### config.mk
export PLATFORM = sky130hd
export DESIGN_NAME = pwm_multi_ch
export DESIGN_NICKNAME = d
export VERILOG_FILES = /design/src/rtl/pwm_multi_ch.sv
export SDC_FILE = /design/constraint.sdc
export NUM_CORES = 1
export LEC_CHECK = 0
export BUFFER_PORTS_ARGS = -buffer_cell sky130_fd_sc_hd__buf_2
export CORE_MARGIN = 2
export CORE_UTILIZATION = 29
export DETAILED_ROUTE_END_ITERATION = 8
export MAX_ROUTING_LAYER = met4
export PLACE_DENSITY = 0.43
export SETUP_SLACK_MARGIN = 0.1
export SLEW_MARGIN = 10
export SYNTH_ARGS = -nofsm -noshare
export SYNTH_HDL_FRONTEND = slang
export SYNTH_SLANG_ARGS = --single-unit
### constraint.sdc
create_clock -name clk -period 10 [get_ports clk]
set_input_delay 0 -clock clk [delete_from_list [all_inputs] [get_ports clk]]
set_output_delay 0 -clock clk [all_outputs]
set_load 0.03 [all_outputs]
### src/rtl/pwm_multi_ch.sv
// Multi-channel PWM: one shared period counter, per-channel comparators, shadow/active duty registers.
// Define PWM_CENTER_ALIGNED_EN to add the center_mode input (up/down counting).
module pwm_multi_ch #(
   parameter int NUM_CH = 4,
   parameter int CNT_W  = 16,
   localparam int CH_W  = (NUM_CH > 1) ? $clog2(NUM_CH) : 1
) (
   input  logic              clk,
   input  logic              rst,
   input  logic              en,
   input  logic [CNT_W-1:0]  period,
   input  logic              duty_wr_en,
   input  logic [CH_W-1:0]   duty_wr_ch,
   input  logic [CNT_W-1:0]  duty_wr_data,
   input  logic              update_req,
`ifdef PWM_CENTER_ALIGNED_EN
   input  logic              center_mode,
`endif
   output logic [NUM_CH-1:0] pwm_out,
   output logic [CNT_W-1:0]  cnt,
   output logic              period_done,
   output logic              update_pending
);

   localparam logic [31:0] NUM_CH_U = NUM_CH;

   logic [CNT_W-1:0] shadow   [NUM_CH];
   logic [CNT_W-1:0] duty_act [NUM_CH];
   logic [CNT_W-1:0] per_act;
   logic [CNT_W-1:0] cnt_next;
   logic [CNT_W-1:0] next_per;
   logic [CNT_W-1:0] restart;
   logic             wrap;
   logic             commit;
   logic             wr_hit;

`ifdef PWM_CENTER_ALIGNED_EN
   logic dir;
   logic center_act;
`endif

   assign wr_hit = duty_wr_en && ({{(32-CH_W){1'b0}}, duty_wr_ch} < NUM_CH_U);

   always_comb begin
      wrap     = (cnt == per_act);
      cnt_next = cnt + CNT_W'(1);
`ifdef PWM_CENTER_ALIGNED_EN
      if (center_act && (per_act != '0)) begin
         wrap     = dir && (cnt == '0);
         cnt_next = (dir || (cnt == per_act)) ? (cnt - CNT_W'(1)) : (cnt + CNT_W'(1));
      end
`endif
      commit   = (update_pending | update_req) & (~en | wrap);
      next_per = commit ? period : per_act;
      restart  = '0;
`ifdef PWM_CENTER_ALIGNED_EN
      // A center-aligned period restarts at 1 so that 0 is visited once per period.
      if ((commit ? center_mode : center_act) && (next_per != '0))
         restart = CNT_W'(1);
`endif
      if (wrap)
         cnt_next = restart;
   end

   always_ff @(posedge clk or posedge rst) begin
      if (rst) begin
         cnt            <= '0;
         pwm_out        <= '0;
         period_done    <= 1'b0;
         update_pending <= 1'b0;
         per_act        <= '0;
         for (int i = 0; i < NUM_CH; i++) begin
            shadow[i]   <= '0;
            duty_act[i] <= '0;
         end
      end else begin
         if (en) begin
            cnt         <= cnt_next;
            period_done <= wrap;
            for (int i = 0; i < NUM_CH; i++)
               pwm_out[i] <= (cnt < duty_act[i]);
         end else begin
            cnt         <= '0;
            period_done <= 1'b0;
            pwm_out     <= '0;
         end

         // Commit reads the pre-write shadow; a same-cycle write lands afterwards.
         if (commit) begin
            for (int i = 0; i < NUM_CH; i++)
               duty_act[i] <= shadow[i];
            per_act        <= period;
            update_pending <= 1'b0;
         end else if (update_req) begin
            update_pending <= 1'b1;
         end

         if (wr_hit)
            shadow[duty_wr_ch] <= duty_wr_data;
      end
   end

`ifdef PWM_CENTER_ALIGNED_EN
   always_ff @(posedge clk or posedge rst) begin
      if (rst) begin
         dir        <= 1'b0;
         center_act <= 1'b0;
      end else begin
         if (!en || commit)
            center_act <= center_mode;
         if (!en || wrap)
            dir <= 1'b0;
         else if (center_act && (per_act != '0) && !dir && (cnt == per_act))
            dir <= 1'b1;
      end
   end
`endif

endmodule

==> metrics.cfg <==
[detailed_routing]
drtIter0Drc=126
wl_met1_mm=8.88
dr.max_layer_used=met4
met2_length_mm=8.31
viasPerCell=4.60
met3WireLength_um=481
drc=0
drt_pass1_iterations=4
vias=4916
wl_per_cell_um=16.9
ant_nets=0
routed_wl_mm=18.0

[logic_synthesis]
syn_avg_cell_area_um2=13.1
ys_seq_area_frac=0.519
syn_nets=711
synth_edf_count=0
synthArstFlopShare=1.00
syn-cell-area_um2=8010
synth_top_area_frac=0.519
synthFlopType=dfrtp_1
synth_cells=611
ys_top_cells_by_area=dfrtp_1, mux2_1, ha_1, mux2_2, inv_1
synth.ff_latch_count=166
synth_top_area_cell=dfrtp_1
synth_cell_types=31
ys_warn_count=0

[clock_tree]
numCtsBuffers=17
htree_levels=4
max-clock-path-buffers=2
clk_pin_slew_ns=0.06
insertion_delay_ns=0.43
cts_root_buf=clkbuf_16
clock-sinks=166
cts_tree=yes
cts_setup_buffers=0

[power]
leakagePower_nw=4.51
p_int_mw=1.38
finalPower_mw=1.87
pwr-share-comb=0.167
irDropWorstVdd_mv=0.123
powerDensity_nw_per_um2=196
switching_share=0.264
pwr-share-seq=0.471
p_switching_mw=0.494
clkPwrFrac=0.362

[timing]
finalCritPeriodShare=0.354
period_needed_ns=3.54
setup_viol=0
final-max-slew-violation-count=0
finalSetupTns_ns=0
fin_skew_ns=0.0100
fmax_ghz=0.283
rsz0062_at_grt=no
tightest_slew_ns=1.19
hold_violations=0
max_slew_margin=0.208

[finish]
drive_gt1_frac=0.224
layout_commonest_cell=dfrtp_1
syn2layout_area_growth_pct=19.2
finalNetCount=815
layout_common_cells=dfrtp_1, mux2_1, mux2_2, inv_1, ha_1
utilization=0.353

[placement]
hpwlAfterDp_mm=12.5
gp_congestion=0.818
io_buffers=60

[min_path]
min-delay-start=duty_wr_ch[1]
min_path_type=input port to flip-flop
min_path_cells=4
min_delay_worst_endpoint=shadow[58]

[floorplanning]
start_util=0.296
die_w_um=170
core_um2=27000
num_rows=60
io_pins=61
dieHeight_um=170
die-area_um2=29000

[worst_setup_path]
cp-end-kind=flip-flop
crit_type=flip-flop to flip-flop
cp.required_ns=10.30
crit_fanout=80
r2r-start=cnt[3]
worst_ep_arrival_time_ns=3.84
start_kind=flip-flop
rr_endpoint=duty_act[5]
ff2ff_path_depth=5
r2r_slack_ns=6.46

[global_route]
grt_overflow=0
grt.total_usage=0.135
antenna_found_initial=1
grt_start_max_net_pins=108
grt_pass1_wl_mm=28.8
grt_pass1_vias=5307

[job]
cap_violations=0

[status]
status=complete, no violations

==> per-stage QoR <==
step	hold slack (ns)	cell area (µm²)	setup slack (ns)	cells
after floorplan	0.130	8010	5.51	611
after global placement	0.220	8580	6.46	1002
after detailed placement	0.220	8580	6.40	1002
after CTS	0.245	9540	6.38	1068
after global routing	0.255	9540	6.17	1069
final	0.253	9540	6.46	1069
==> how the worst max path moves through the flow <==
stage / startpoint / to / slack [ns] / cells after the start
finish: cnt[3] / duty_act[5] / 6.46 / 5
global placement: cnt[3] / duty_act[43] / 6.46 / 5
global route: cnt[3] / duty_act[5] / 6.17 / 5
floorplan: rst / cnt[0] / 5.51 / 1
CTS: cnt[3] / duty_act[5] / 6.38 / 5
detailed placement: cnt[3] / duty_act[20] / 6.40 / 5
==> power groups by stage <==
| stage | Combinational (mW) | Clock (mW) | Sequential [mW] |
|---|---|---|---|
| finish | 0.313 | 0.677 | 0.881 |
| floorplan | 0.239 | 0 | 0.869 |
| CTS | 0.321 | 0.698 | 0.884 |
| global route | 0.356 | 0.728 | 0.900 |
| detailed placement | 0.309 | 0 | 0.896 |
| global placement | 0.297 | 0 | 0.893 |
==> cell type report <==
type                       count  area (µm²)
fill                        2634       17500
inverter                      62         238
clock buffer                  20         457
timing repair buffer         100         688
multi-input combinational    368        3430
clock inverter                11         148
antenna                        1        2.50
sequential                   166        4150
tap                          341         427
==> flip-flops by register name (all words and copies together), names as in the netlist <==
register,count
cnt,16
duty_act,64
per_act,16
period_done,1
pwm_out,4
shadow,64
update_pending,1
==> per-layer routing <==
layer / track usage / vias up
li1: - / 2350
met1: 0.175 / 2483
met2: 0.212 / 65
met3: 0.0256 / 18
met4: 0.0465 / 0
met5: - / -
==> critical path: stages, from the launching register on <==
cell and delay [ns]:
dfrtp_1 0.63, xnor2_1 0.18, nand4_1 0.19, o41ai_4 0.93, o21a_4 1.02, mux2_1 0.40
==> cell usage after synthesis, drive strengths merged (8+ instances only) <==
master  count
ha         61
nor2       29
nand4      11
dfrtp     166
a21o        8
nand2       9
a21oi      16
xnor2      24
o21ai      12
buf        10
inv        62
mux2      144
==> logic make-up after synthesis <==
logic type | synth area share
fa+ha+maj | 0.0953
mux | 0.202
xor+xnor | 0.0328
simple gates | 0.0466
compound gates | 0.0494
buf+inv | 0.0547
flops | 0.519
==> repair_timing <==
item / CTS / global route
hold buffers: 35 / 0
gates resized for setup: 0 / 0
hold endpoints to repair: 188 / 0
Power figures use the tool's default switching activity.
